==> config.mk <==
export PLATFORM = sky130hd
export DESIGN_NAME = seq_restoring_divider
export DESIGN_NICKNAME = d
export VERILOG_FILES = /design/src/rtl/seq_restoring_divider.sv
export SDC_FILE = /design/constraint.sdc
export NUM_CORES = 1
export LEC_CHECK = 0
export BUFFER_PORTS_ARGS = -buffer_cell sky130_fd_sc_hd__buf_2
export CORE_MARGIN = 2
export CORE_UTILIZATION = 40
export CTS_CLUSTER_SIZE = 12
export DETAILED_ROUTE_END_ITERATION = 12
export HOLD_SLACK_MARGIN = 0.15
export PLACE_DENSITY = 0.56
export SLEW_MARGIN = 10
export SYNTH_ARGS = -nofsm -noshare
export SYNTH_HDL_FRONTEND = slang
export SYNTH_SLANG_ARGS = --single-unit
==> constraint.sdc <==
create_clock -name clk -period 3.6 [get_ports clk]
set_input_delay 0.72 -clock clk [delete_from_list [all_inputs] [get_ports clk]]
set_output_delay 0.72 -clock clk [all_outputs]
set_load 0.02 [all_outputs]
==> src/rtl/seq_restoring_divider.sv <==
// Iterative restoring divider: one quotient bit per clock via trial subtraction.
// Optional signed mode (is_signed port, FIXUP state) when SEQ_DIV_SIGNED_EN is defined.
module seq_restoring_divider #(
  parameter int WIDTH = 32
) (
  input  logic             clk,
  input  logic             rst,
  input  logic             start,
`ifdef SEQ_DIV_SIGNED_EN
  input  logic             is_signed,
`endif
  input  logic [WIDTH-1:0] dividend,
  input  logic [WIDTH-1:0] divisor,
  output logic             busy,
  output logic             done,
  output logic [WIDTH-1:0] quotient,
  output logic [WIDTH-1:0] remainder,
  output logic             div_by_zero
);

  // state | meaning
  // IDLE  | waiting for start; results held
  // RUN   | one restoring step per cycle, count down from WIDTH
  // FIXUP | apply signs to magnitude results (signed build only)
  // FIN   | publish results, pulse done, return to IDLE
  typedef enum logic [1:0] {IDLE, RUN, FIXUP, FIN} state_t;

  localparam int CW = $clog2(WIDTH + 1);

  state_t           state;
  logic [CW-1:0]    count;
  logic [WIDTH-1:0] rem_r;
  logic [WIDTH-1:0] dq;
  logic [WIDTH-1:0] dvsr;
  logic             dz;
`ifdef SEQ_DIV_SIGNED_EN
  logic             sgn_op;
  logic             neg_q;
  logic             neg_r;
`endif

  logic [WIDTH:0]   rem_shift;
  logic [WIDTH+1:0] trial;
  logic             no_borrow;
  logic [WIDTH-1:0] rem_next;
  logic [WIDTH-1:0] dvd_in;
  logic [WIDTH-1:0] dvs_in;

  always_comb begin
    rem_shift = {rem_r, dq[WIDTH-1]};
    trial     = {1'b0, rem_shift} + {2'b01, ~dvsr} + (WIDTH + 2)'(1);
    // bit WIDTH of the sum is always the inverse of the carry-out
    no_borrow = trial[WIDTH+1] & ~trial[WIDTH];
    rem_next  = no_borrow ? trial[WIDTH-1:0] : rem_shift[WIDTH-1:0];
`ifdef SEQ_DIV_SIGNED_EN
    dvd_in = (is_signed && dividend[WIDTH-1]) ? -dividend : dividend;
    dvs_in = (is_signed && divisor[WIDTH-1])  ? -divisor  : divisor;
`else
    dvd_in = dividend;
    dvs_in = divisor;
`endif
  end

  always_ff @(posedge clk) begin
    if (rst) begin
      state       <= IDLE;
      busy        <= 1'b0;
      done        <= 1'b0;
      quotient    <= '0;
      remainder   <= '0;
      div_by_zero <= 1'b0;
      count       <= '0;
      rem_r       <= '0;
      dq          <= '0;
      dvsr        <= '0;
      dz          <= 1'b0;
`ifdef SEQ_DIV_SIGNED_EN
      sgn_op      <= 1'b0;
      neg_q       <= 1'b0;
      neg_r       <= 1'b0;
`endif
    end else begin
      done <= 1'b0;
      case (state)
        IDLE: begin
          if (start) begin
            busy <= 1'b1;
            if (divisor == '0) begin
              dz    <= 1'b1;
              dq    <= '1;
              rem_r <= dividend;
              state <= FIN;
            end else begin
              dz    <= 1'b0;
              dq    <= dvd_in;
              dvsr  <= dvs_in;
              rem_r <= '0;
              count <= CW'(WIDTH);
              state <= RUN;
            end
`ifdef SEQ_DIV_SIGNED_EN
            sgn_op <= is_signed;
            neg_q  <= is_signed & (dividend[WIDTH-1] ^ divisor[WIDTH-1]);
            neg_r  <= is_signed & dividend[WIDTH-1];
`endif
          end
        end
        RUN: begin
          rem_r <= rem_next;
          dq    <= {dq[WIDTH-2:0], no_borrow};
          count <= count - CW'(1);
          if (count == CW'(1)) begin
`ifdef SEQ_DIV_SIGNED_EN
            state <= sgn_op ? FIXUP : FIN;
`else
            state <= FIN;
`endif
          end
        end
`ifdef SEQ_DIV_SIGNED_EN
        FIXUP: begin
          if (neg_q) dq <= -dq;
          if (neg_r) rem_r <= -rem_r;
          state <= FIN;
        end
`endif
        FIN: begin
          quotient    <= dq;
          remainder   <= rem_r;
          div_by_zero <= dz;
          done        <= 1'b1;
          busy        <= 1'b0;
          state       <= IDLE;
        end
        default: state <= IDLE;
      endcase
    end
  end

endmodule

==> out/metrics.cfg, run 1 <==
[global_routing]
antenna_found_initial = 0
grt_usage_pct = 22.4
grt_pass1_vias = 7732
grt_start_max_net_pins = 65
grt_pass1_wl_um = 42500
overflow = 0

[timing]
fin_hold_ws_ns = 0.457
grt_setup_unrepaired = no
finalClockSkew_ns = 0.00899
finalSetupTns_ns = 0
worst_slew_pin_slew_ns = 0.731
fin_crit_ns = 3.43
relSlewSlack_pct = 51.2
hold_violations = 0
max_freq_mhz = 292
drv_slew = 0
finalSetupViolations = 0
min_period_over_period_pct = 95.2

[route]
drt_first_pass_iters = 5
vias_per_cell = 5.57
vias = 8287
wl_per_cell_um = 18.0
wl_um = 26700
drtAntennaViolNets = 0
drc = 0
drtIter0Drc = 610

[setup_path]
timing.rr.start = rem_r[10]
start_kind = register
cpMaxStageDelayCell = dfxtp_1
ff2ff_path_depth = 11
crit_path_max_fanout = 8
rrSetupSlack_ns = 0.17
rr_endpoint = rem_r[14]
crit_chain = ha_1, a21o_1, o21bai_1, a311o_1, a31o_1, a31o_4, a21bo_2, a21oi_4, o21ai_2, mux2i_1, a2111oi_1
crit_family = compound AO/OA/AOI/OAI gates
crit_buf_inv = 0
worstSetupPathDepth = 11
endpoint_kind = register
worstSetupPathType = reg2reg
required_ns = 3.91
arrival_ns = 3.74
endpoint = rem_r[14]
critical_path.max_stage_delay_ns = 0.45
crit_start = rem_r[10]

[synth]
avgSynthCellArea_um2 = 8.16
yosysSeqAreaShare_pct = 38.9
yosysTopAreaCell = dfxtp_1
synth_warnings = 0
synth_top_cells_by_count = dfxtp_1 (172), nor2_1 (133), nand2_1 (130), a21oi_1 (82), a22o_1 (65)
synth.distinct_cells = 76
synth_top_area_share_pct = 38.9
synth-seq-cells = 172
syn_area_um2 = 8860
synth_ff_type = dfxtp_1
async_flop_share_pct = 0
synth_edf_count = 0
synth.most_common_cell = dfxtp_1
synth_nets = 1187
syn-instance-count = 1085
synth.area.top_cells = dfxtp_1 (39%), a22o_1 (6.4%), nor2_1 (5.6%)

[clock_network]
insertion_delay_ns = 0.43
cts_resized = 0
clockBufferDepth = 2
htreeDepth = 4
cts_sinks = 172
cts_tree = built
cts-root-buf = clkbuf_16
cts_setup_buffers = 0
path_clk_slew_ns = 0.07
numCtsBuffers = 17

[power_and_ir_drop]
power_mw = 5.70
leakage_nw = 4.49
ir_worst_vdd_v = 0.000242
p_per_area_nw_per_um2 = 547

[finish]
synthToLayoutAreaGrowth_pct = 17.5
drive_above_1_share_pct = 19.1
final_area_um2 = 10400
n_antenna_cell = 0
nets = 1298

[floorplanning]
design.die.area_um2 = 23400
die_y_um = 153
die_w_um = 153
initial_utilization_pct = 40.7
rows = 54
core_um2 = 21800
io_pins = 134

[run_status]
status = complete, no violations

[place]
hpwl_um = 20100
place_area_um2 = 9830
routabilityCongestion = 0.944
io_buffer_count = 133

[job]
max-cap-violations = 0

[min_path]
hold_class = reg2reg

-- power by group --
group	switching, mW	total, mW	internal (mW)
logic	1.08	1.77	0.683
registers	0.107	2.12	2.01
clock network	0.886	1.81	0.926
total	2.08	5.70	3.62
-- placed cells by master (no fill, tap or decap), types with 5 or more instances in the layout --
cell type,netlist,layout
a21oi_1,82,81
nand2_1,130,130
o21ai_0,39,39
a211oi_1,7,7
a221oi_1,15,15
nor2_1,133,130
nor2b_1,6,5
a22o_1,65,65
xor2_1,14,14
buf_4,0,34
a32oi_1,15,15
ha_1,34,34
nand3_1,25,25
a22oi_1,12,12
clkbuf_16,0,17
and3_1,8,8
o21ai_1,13,13
buf_2,1,133
inv_8,0,5
nor3_1,18,18
a21oi_2,5,5
nand2b_1,11,10
inv_1,44,44
nor4_1,44,44
xnor2_1,17,17
dfxtp_1,172,172
a21o_1,14,14
o21a_1,8,8
a31oi_1,8,8
-- cells by family after synthesis --
| group | Yosys count | synth area share [%] |
|---|---|---|
| buffers and inverters | 119 | 5.65 |
| AND/OR/NAND/NOR | 396 | 20.4 |
| flip-flops | 172 | 38.9 |
| XOR/XNOR | 31 | 3.06 |
| multiplexers | 2 | 0.226 |
| AO/OA/AOI/OAI | 330 | 26.8 |
| adder cells (fa/ha/maj) | 35 | 5.03 |
-- metal layers --
metal	vias to the layer above	track usage [%]	part of all wire (%)
li1	4145	-	-
met1	3865	33.7	51
met2	252	33.2	42
met3	25	3.88	5.9
met4	0	5.73	1.3
met5	-	0	0
-- metrics by stage --
step	util [%]	worst slack, ns	std cells
6_report	47.8	0.172	1488
5_1_grt	47.8	0.00438	1488
4_1_cts	47.8	0.172	1488
3_5_place_dp	45.2	0.236	1457
3_3_place_gp	45.2	0.319	1457
2_1_floorplan	-	0.500	1085
-- area by class of cell --
cell class                 count  area [µm²]
fill                        2180       11300
clock buffer                  17         425
tap                          280         350
clock inverter                14         156
inverter                      44         165
timing repair buffer         167         921
sequential                   172        3440
multi-input combinational    794        4950
-- worst register-to-register path, stage by stage, from the launching register on --
cell,delay (ns)
dfxtp_1,0.45
ha_1,0.37
a21o_1,0.23
o21bai_1,0.16
a311o_1,0.32
a31o_1,0.24
a31o_4,0.28
a21bo_2,0.22
a21oi_4,0.30
o21ai_2,0.17
mux2i_1,0.15
a2111oi_1,0.41
-- state kept, by name, indices dropped and copies added, names as in the netlist, 2 cells and up --
signal     flops
count          6
remainder     32
dq            32
dvsr          32
state          2
quotient      32
rem_r         32
-- worst min-delay path by stage --
| stage | startpoint | to | slack, ns | depth (start not counted) |
|---|---|---|---|---|
| after floorplan | dz | dz | 0.43 | 2 |
| after CTS | dvsr[10] | dvsr[10] | 0.46 | 2 |
| final | dvsr[14] | dvsr[14] | 0.46 | 2 |
| after global placement | dvsr[17] | dvsr[17] | 0.44 | 2 |
| after detailed placement | dvsr[10] | dvsr[10] | 0.45 | 2 |
| after global routing | dvsr[25] | dvsr[25] | 0.48 | 2 |
-- repair_timing --
item / 4_1_cts / 5_1_grt
setup endpoints to repair: 0 / 1
hold buffers: 0 / 0
endpoints found under the hold margin: 0 / 0
No activity file was read; power rests on OpenSTA's default activity.
==> run 2, diff against run 1 <==
--- a/config.mk
+++ b/config.mk
@@ -11,7 +11,7 @@
 export CTS_CLUSTER_SIZE = 12
 export DETAILED_ROUTE_END_ITERATION = 12
 export HOLD_SLACK_MARGIN = 0.15
-export PLACE_DENSITY = 0.56
+export PLACE_DENSITY_LB_ADDON = 0.2
 export SLEW_MARGIN = 10
 export SYNTH_ARGS = -nofsm -noshare
 export SYNTH_HDL_FRONTEND = slang
==> out/metrics.cfg, run 2 (synthesized netlist as in run 1, its figures left out) <==
[power_and_ir_drop]
leakage_nw = 4.51  ; +0.47%
power_mw = 5.74  ; +0.70%
p_per_area_nw_per_um2 = 549  ; +0.38%
ir_worst_vdd_v = 0.000269  ; +11%

[min_path]
hold_depth = 2  ; unchanged
holdPathEnd = dvsr[26]
hold_start = dvsr[26]
hold_class = reg2reg

[clock_network]
cts_sinks = 172  ; unchanged
cts_setup_buffers = 0  ; unchanged
path_clk_slew_ns = 0.07  ; about the same
numCtsBuffers = 17  ; unchanged
postCtsHoldBufs = 0  ; unchanged
clockBufferDepth = 2  ; unchanged
htreeDepth = 4  ; unchanged
cts-root-buf = clkbuf_16
insertion_delay_ns = 0.44  ; about the same
cts_tree = built

[place]
hpwl_um = 20000  ; -0.15%
io_buffer_count = 133  ; unchanged
place_inst = 1459  ; +0.14%
dpl_worst_slack_ns = 0.271  ; +0.0357 ns
routabilityCongestion = 0.909  ; -3.7%

[timing]
drv_slew = 0  ; unchanged
fin_ws_ns = 0.236  ; +0.0637 ns
grt_setup_unrepaired = no
finalSetupViolations = 0  ; unchanged
fin_hold_ws_ns = 0.454  ; -0.00243 ns
max_freq_mhz = 297  ; +1.9%
min_period_over_period_pct = 93.4  ; -1.8 points
hold_violations = 0  ; unchanged
finalSetupTns_ns = 0  ; unchanged
fin_crit_ns = 3.36  ; -0.0637 ns
finalClockSkew_ns = 0.0158  ; +0.00676 ns
worst_slew_pin_slew_ns = 0.901  ; +0.170 ns
relSlewSlack_pct = 39.7  ; -11 points

[setup_path]
rr_endpoint = rem_r[11]
required_ns = 3.93  ; +0.02 ns
crit_chain = ha_1, a21o_1, o21bai_1, a311o_1, a31o_2, a31o_4, a21bo_2, buf_4, buf_4, a221oi_1, o21ai_1, a31o_1
endpoint_kind = register
critical_path.max_stage_delay_ns = 0.44  ; about the same
crit_family = compound AO/OA/AOI/OAI gates
arrival_ns = 3.70  ; -0.04 ns
ff2ff_path_depth = 12  ; +1
cpMaxStageDelayCell = dfxtp_1
timing.rr.start = rem_r[10]
worstSetupPathType = reg2reg
rrSetupSlack_ns = 0.24  ; +0.06 ns
crit_path_max_fanout = 11  ; +3
start_kind = register
crit_buf_inv = 2  ; +2
critPathMostFrequentCell = buf_4

[global_routing]
grt_pass1_vias = 7562  ; -2.2%
grt_usage_pct = 22.6  ; +0.20 points
antenna_found_initial = 0  ; unchanged
overflow = 0  ; unchanged
grt_pass1_wl_um = 42500  ; about the same
grt_start_max_net_pins = 65  ; unchanged

[run_status]
status = complete, no violations

[floorplanning]
rows = 54  ; unchanged
design.die.area_um2 = 23400  ; unchanged
die_y_um = 153  ; unchanged
initial_utilization_pct = 40.7  ; unchanged
core_um2 = 21800  ; unchanged
die_w_um = 153  ; unchanged
io_pins = 134  ; unchanged

[route]
wl_per_cell_um = 18.2  ; +1.5%
drc = 0  ; unchanged
vias_per_cell = 5.65  ; +1.4%
wl_um = 27200  ; +1.7%
drtAntennaViolNets = 0  ; unchanged
drtIter0Drc = 731  ; +20%
vias = 8414  ; +1.5%
drt_first_pass_iters = 6  ; +1

[finish]
nets = 1300  ; +0.15%
layout.cells.most_common = dfxtp_1
fillers = 2222  ; +1.9%
final_cell_mix = dfxtp_1 (172), buf_2 (133), nor2_1 (130), nand2_1 (130), a21oi_1 (81)
synthToLayoutAreaGrowth_pct = 17.9
n_antenna_cell = 0  ; unchanged
drive_above_1_share_pct = 19.3  ; +0.22 points
final_cell_count_no_fill = 1490  ; +0.13%

[job]
max-cap-violations = 0  ; unchanged

## run 2: changes by cell type in the layout (fill, tap and decap cells not counted)
| cell | previous run | this run |
|---|---|---|
| buf_12 | 0 | 2 |
| a31o_1 | 3 | 2 |
| a31o_2 | 0 | 1 |
| clkinv_4 | 4 | 5 |
| clkinv_8 | 3 | 2 |
| clkinvlp_4 | 1 | 0 |
| inv_6 | 1 | 2 |
## run 2: power by group
| part | leakage, nW | internal (mW) | switching [mW] |
|---|---|---|---|
| combinational | 2.82 | 0.699 | 1.10 |
| clock | 0.283 | 0.924 | 0.894 |
| sequential | 1.40 | 2.01 | 0.104 |
## run 2: stage by stage
stage	area [µm²]	utilization [%]
2_1_floorplan	8860	-
3_3_place_gp	9870	45.4
3_5_place_dp	9870	45.4
4_1_cts	10400	48.0
5_1_grt	10400	48.0
6_report	10400	48.0
## run 2: worst reg2reg max path, cell delays in order (launching register included)
cell	delay (ns)
dfxtp_1	0.44
ha_1	0.36
a21o_1	0.22
o21bai_1	0.16
a311o_1	0.32
a31o_2	0.26
a31o_4	0.28
a21bo_2	0.22
buf_4	0.17
buf_4	0.18
a221oi_1	0.30
o21ai_1	0.12
a31o_1	0.22
## run 2: worst max path at each step
| stage | start | depth (start not counted) | to | slack, ns |
|---|---|---|---|---|
| after floorplan | dvsr[1] | 13 | rem_r[29] | 0.50 |
| after global placement | rem_r[10] | 11 | rem_r[14] | 0.30 |
| after detailed placement | rem_r[10] | 11 | rem_r[14] | 0.27 |
| after CTS | dq[31] | 14 | rem_r[3] | 0.25 |
| after global routing | rem_r[10] | 12 | rem_r[11] | 0.04 |
| final | rem_r[10] | 12 | rem_r[11] | 0.24 |
## run 2: cell type report
cell class                 count  area (µm²)  area share, %
clock buffer                  17         425           4.07
inverter                      44         165           1.58
multi-input combinational    794        4950           47.4
sequential                   172        3440           33.0
timing repair buffer         169         961           9.20
clock inverter                14         150           1.44
tap                          280         350           3.35
## run 2: repair_timing
| action | CTS | global route |
|---|---|---|
| hold endpoints to repair | 0 | 0 |
| resized for setup | 0 | 1 |
| endpoints found under the setup margin | 0 | 1 |
## run 2: metal layers
| metal | wire length, µm | vias to the layer above | global-route usage, % |
|---|---|---|---|
| met3 | 1930 | 19 | 3.26 |
| met4 | 247 | 0 | 4.32 |
| met2 | 11400 | 315 | 32.8 |
| met5 | 0 | - | 0 |
| li1 | - | 4149 | - |
| met1 | 13600 | 3931 | 35.6 |
==> run 3, diff against run 2 <==
--- a/config.mk
+++ b/config.mk
@@ -11,7 +11,6 @@
 export CTS_CLUSTER_SIZE = 12
 export DETAILED_ROUTE_END_ITERATION = 12
 export HOLD_SLACK_MARGIN = 0.15
-export PLACE_DENSITY_LB_ADDON = 0.2
 export SLEW_MARGIN = 10
 export SYNTH_ARGS = -nofsm -noshare
 export SYNTH_HDL_FRONTEND = slang
==> out/metrics.cfg, run 3 (synthesized netlist as in run 1, its figures left out) <==
[global_routing]
grt_pass1_vias = 7823  ; +3.5%
grt_pass1_wl_um = 43400  ; +2.3%
grt_usage_pct = 23.1  ; +0.48 points
grt_start_max_net_pins = 53  ; -18%
overflow = 0  ; unchanged
antenna_found_initial = 0  ; unchanged

[route]
wl_um = 27400  ; +0.71%
vias_per_cell = 5.70  ; +0.88%
drt_first_pass_iters = 5  ; -1
drtAntennaViolNets = 0  ; unchanged
wl_per_cell_um = 18.4  ; +0.91%
vias = 8471  ; +0.68%
drc = 0  ; unchanged
drtIter0Drc = 712  ; -2.6%

[floorplanning]
initial_utilization_pct = 40.7  ; unchanged
design.die.area_um2 = 23400  ; unchanged
rows = 54  ; unchanged
core_um2 = 21800  ; unchanged
die_y_um = 153  ; unchanged
die_w_um = 153  ; unchanged
io_pins = 134  ; unchanged

[setup_path]
worstSetupPathType = reg2reg
crit_path_max_fanout = 8  ; -3
endpoint_kind = register
start_kind = register
required_ns = 3.91  ; -0.02 ns
arrival_ns = 3.75  ; +0.05 ns

[min_path]
hold_class = reg2reg

[power_and_ir_drop]
clkPwrFrac_pct = 31.9  ; +0.2 points
p_per_area_nw_per_um2 = 550  ; +0.14%
ir_worst_vdd_v = 0.000219  ; -19%
power_frac_comb_pct = 31.1  ; -0.3 points
internal_power_mw = 3.63  ; -0.14%
seqPwrFrac_pct = 37.0  ; about the same
swShare_pct = 36.8  ; +0.19 points
leakage_nw = 4.49  ; -0.36%
power_mw = 5.75  ; +0.16%
switchingPower_mw = 2.12  ; +0.68%

[clock_network]
path_clk_slew_ns = 0.07  ; about the same
cts_sinks = 172  ; unchanged
insertion_delay_ns = 0.44  ; about the same
cts_tree = built
cts-root-buf = clkbuf_16
htreeDepth = 4  ; unchanged
clockBufferDepth = 2  ; unchanged
cts_setup_buffers = 0  ; unchanged
numCtsBuffers = 17  ; unchanged

[timing]
grt_setup_unrepaired = no
finalClockSkew_ns = 0.0147  ; -0.00103 ns
max_freq_mhz = 291  ; -2.2%
min_period_over_period_pct = 95.5  ; +2.1 points
worst_slew_pin_slew_ns = 0.989  ; +0.0878 ns
finalSetupViolations = 0  ; unchanged
relSlewSlack_pct = 34.0  ; -5.7 points
drv_slew = 0  ; unchanged
fin_hold_ws_ns = 0.456  ; +0.00170 ns
fin_crit_ns = 3.44  ; +0.0751 ns
finalSetupTns_ns = 0  ; unchanged
hold_violations = 0  ; unchanged

[finish]
drive_above_1_share_pct = 19.1  ; -0.20 points
synthToLayoutAreaGrowth_pct = 17.9  ; about the same
fillers = 2196  ; -1.2%
post-route-util_pct = 48.0  ; about the same
n_antenna_cell = 0  ; unchanged
layout.cells.most_common = dfxtp_1
nets = 1296  ; -0.31%
final_cell_mix = dfxtp_1 (171), buf_2 (133), nor2_1 (130), nand2_1 (130), a21oi_1 (80)

[place]
routabilityCongestion = 0.899  ; -1.1%
hpwl_um = 20400  ; +1.7%
io_buffer_count = 133  ; unchanged

[job]
max-cap-violations = 0  ; unchanged

[run_status]
status = complete, no violations

run 3: changes by cell type in the layout (fill, tap and decap cells not counted), sizes merged:
cell	previous run	this run
clkinvlp	0	1
inv	51	50
buf	169	165
clkbuf	17	18
run 3: final timing paths:
kind	from	to	slack [ns]	cells past startpoint
setup / recovery	rem_r[10]	rem_r[14]	0.16	11
hold reg to reg	dvsr[22]	dvsr[22]	0.46	2
setup reg to reg	rem_r[10]	rem_r[14]	0.16	11
hold / removal	dvsr[22]	dvsr[22]	0.46	2
run 3: area by class of cell:
class | count | area [µm²] | share of cell area (%)
tap | 280 | 350 | 3.35
timing repair buffer | 165 | 956 | 9.15
clock inverter | 14 | 149 | 1.43
inverter | 44 | 165 | 1.58
multi-input combinational | 794 | 4950 | 47.4
clock buffer | 18 | 429 | 4.11
sequential | 172 | 3440 | 33.0
run 3: metrics by stage:
step / area, µm² / setup WS, ns / cells
floorplan: 8860 / 0.500 / 1085
detailed placement: 9860 / 0.128 / 1455
finish: 10400 / 0.161 / 1487
global placement: 9860 / 0.198 / 1455
global route: 10400 / 0.00481 / 1487
CTS: 10400 / 0.102 / 1487
run 3: timing repair:
item / CTS / global route
setup endpoints to repair: 0 / 9
hold endpoints to repair: 0 / 0
gates resized for setup: 0 / 2
hold buffers: 0 / 0
run 3: power by group through the flow:
stage / logic, mW / registers (mW) / clock network (mW)
after floorplan: 1.31 / 2.13 / 0
after global placement: 1.76 / 2.17 / 0
after detailed placement: 1.76 / 2.17 / 0
after CTS: 1.77 / 2.12 / 1.85
after global routing: 1.96 / 2.14 / 1.95
final: 1.79 / 2.13 / 1.83
run 3: critical path: stages, from the launching register on:
cell and delay (ns):
dfxtp_1 0.47, ha_1 0.37, a21o_1 0.22, o21bai_1 0.16, a311o_1 0.33, a31o_1 0.24, a31o_4 0.28, a21bo_2 0.22
a21oi_4 0.29, o21ai_2 0.19, mux2i_1 0.16, a2111oi_1 0.39
run 3: metal layers:
layer	share of wire (%)	global-route usage, %	vias to the layer above	routed length, µm
met2	42	33.7	310	11400
met5	0	0	-	0
met4	2.1	7.10	0	584
li1	-	-	4144	-
met3	6.4	3.77	36	1760
met1	50	34.8	3981	13600
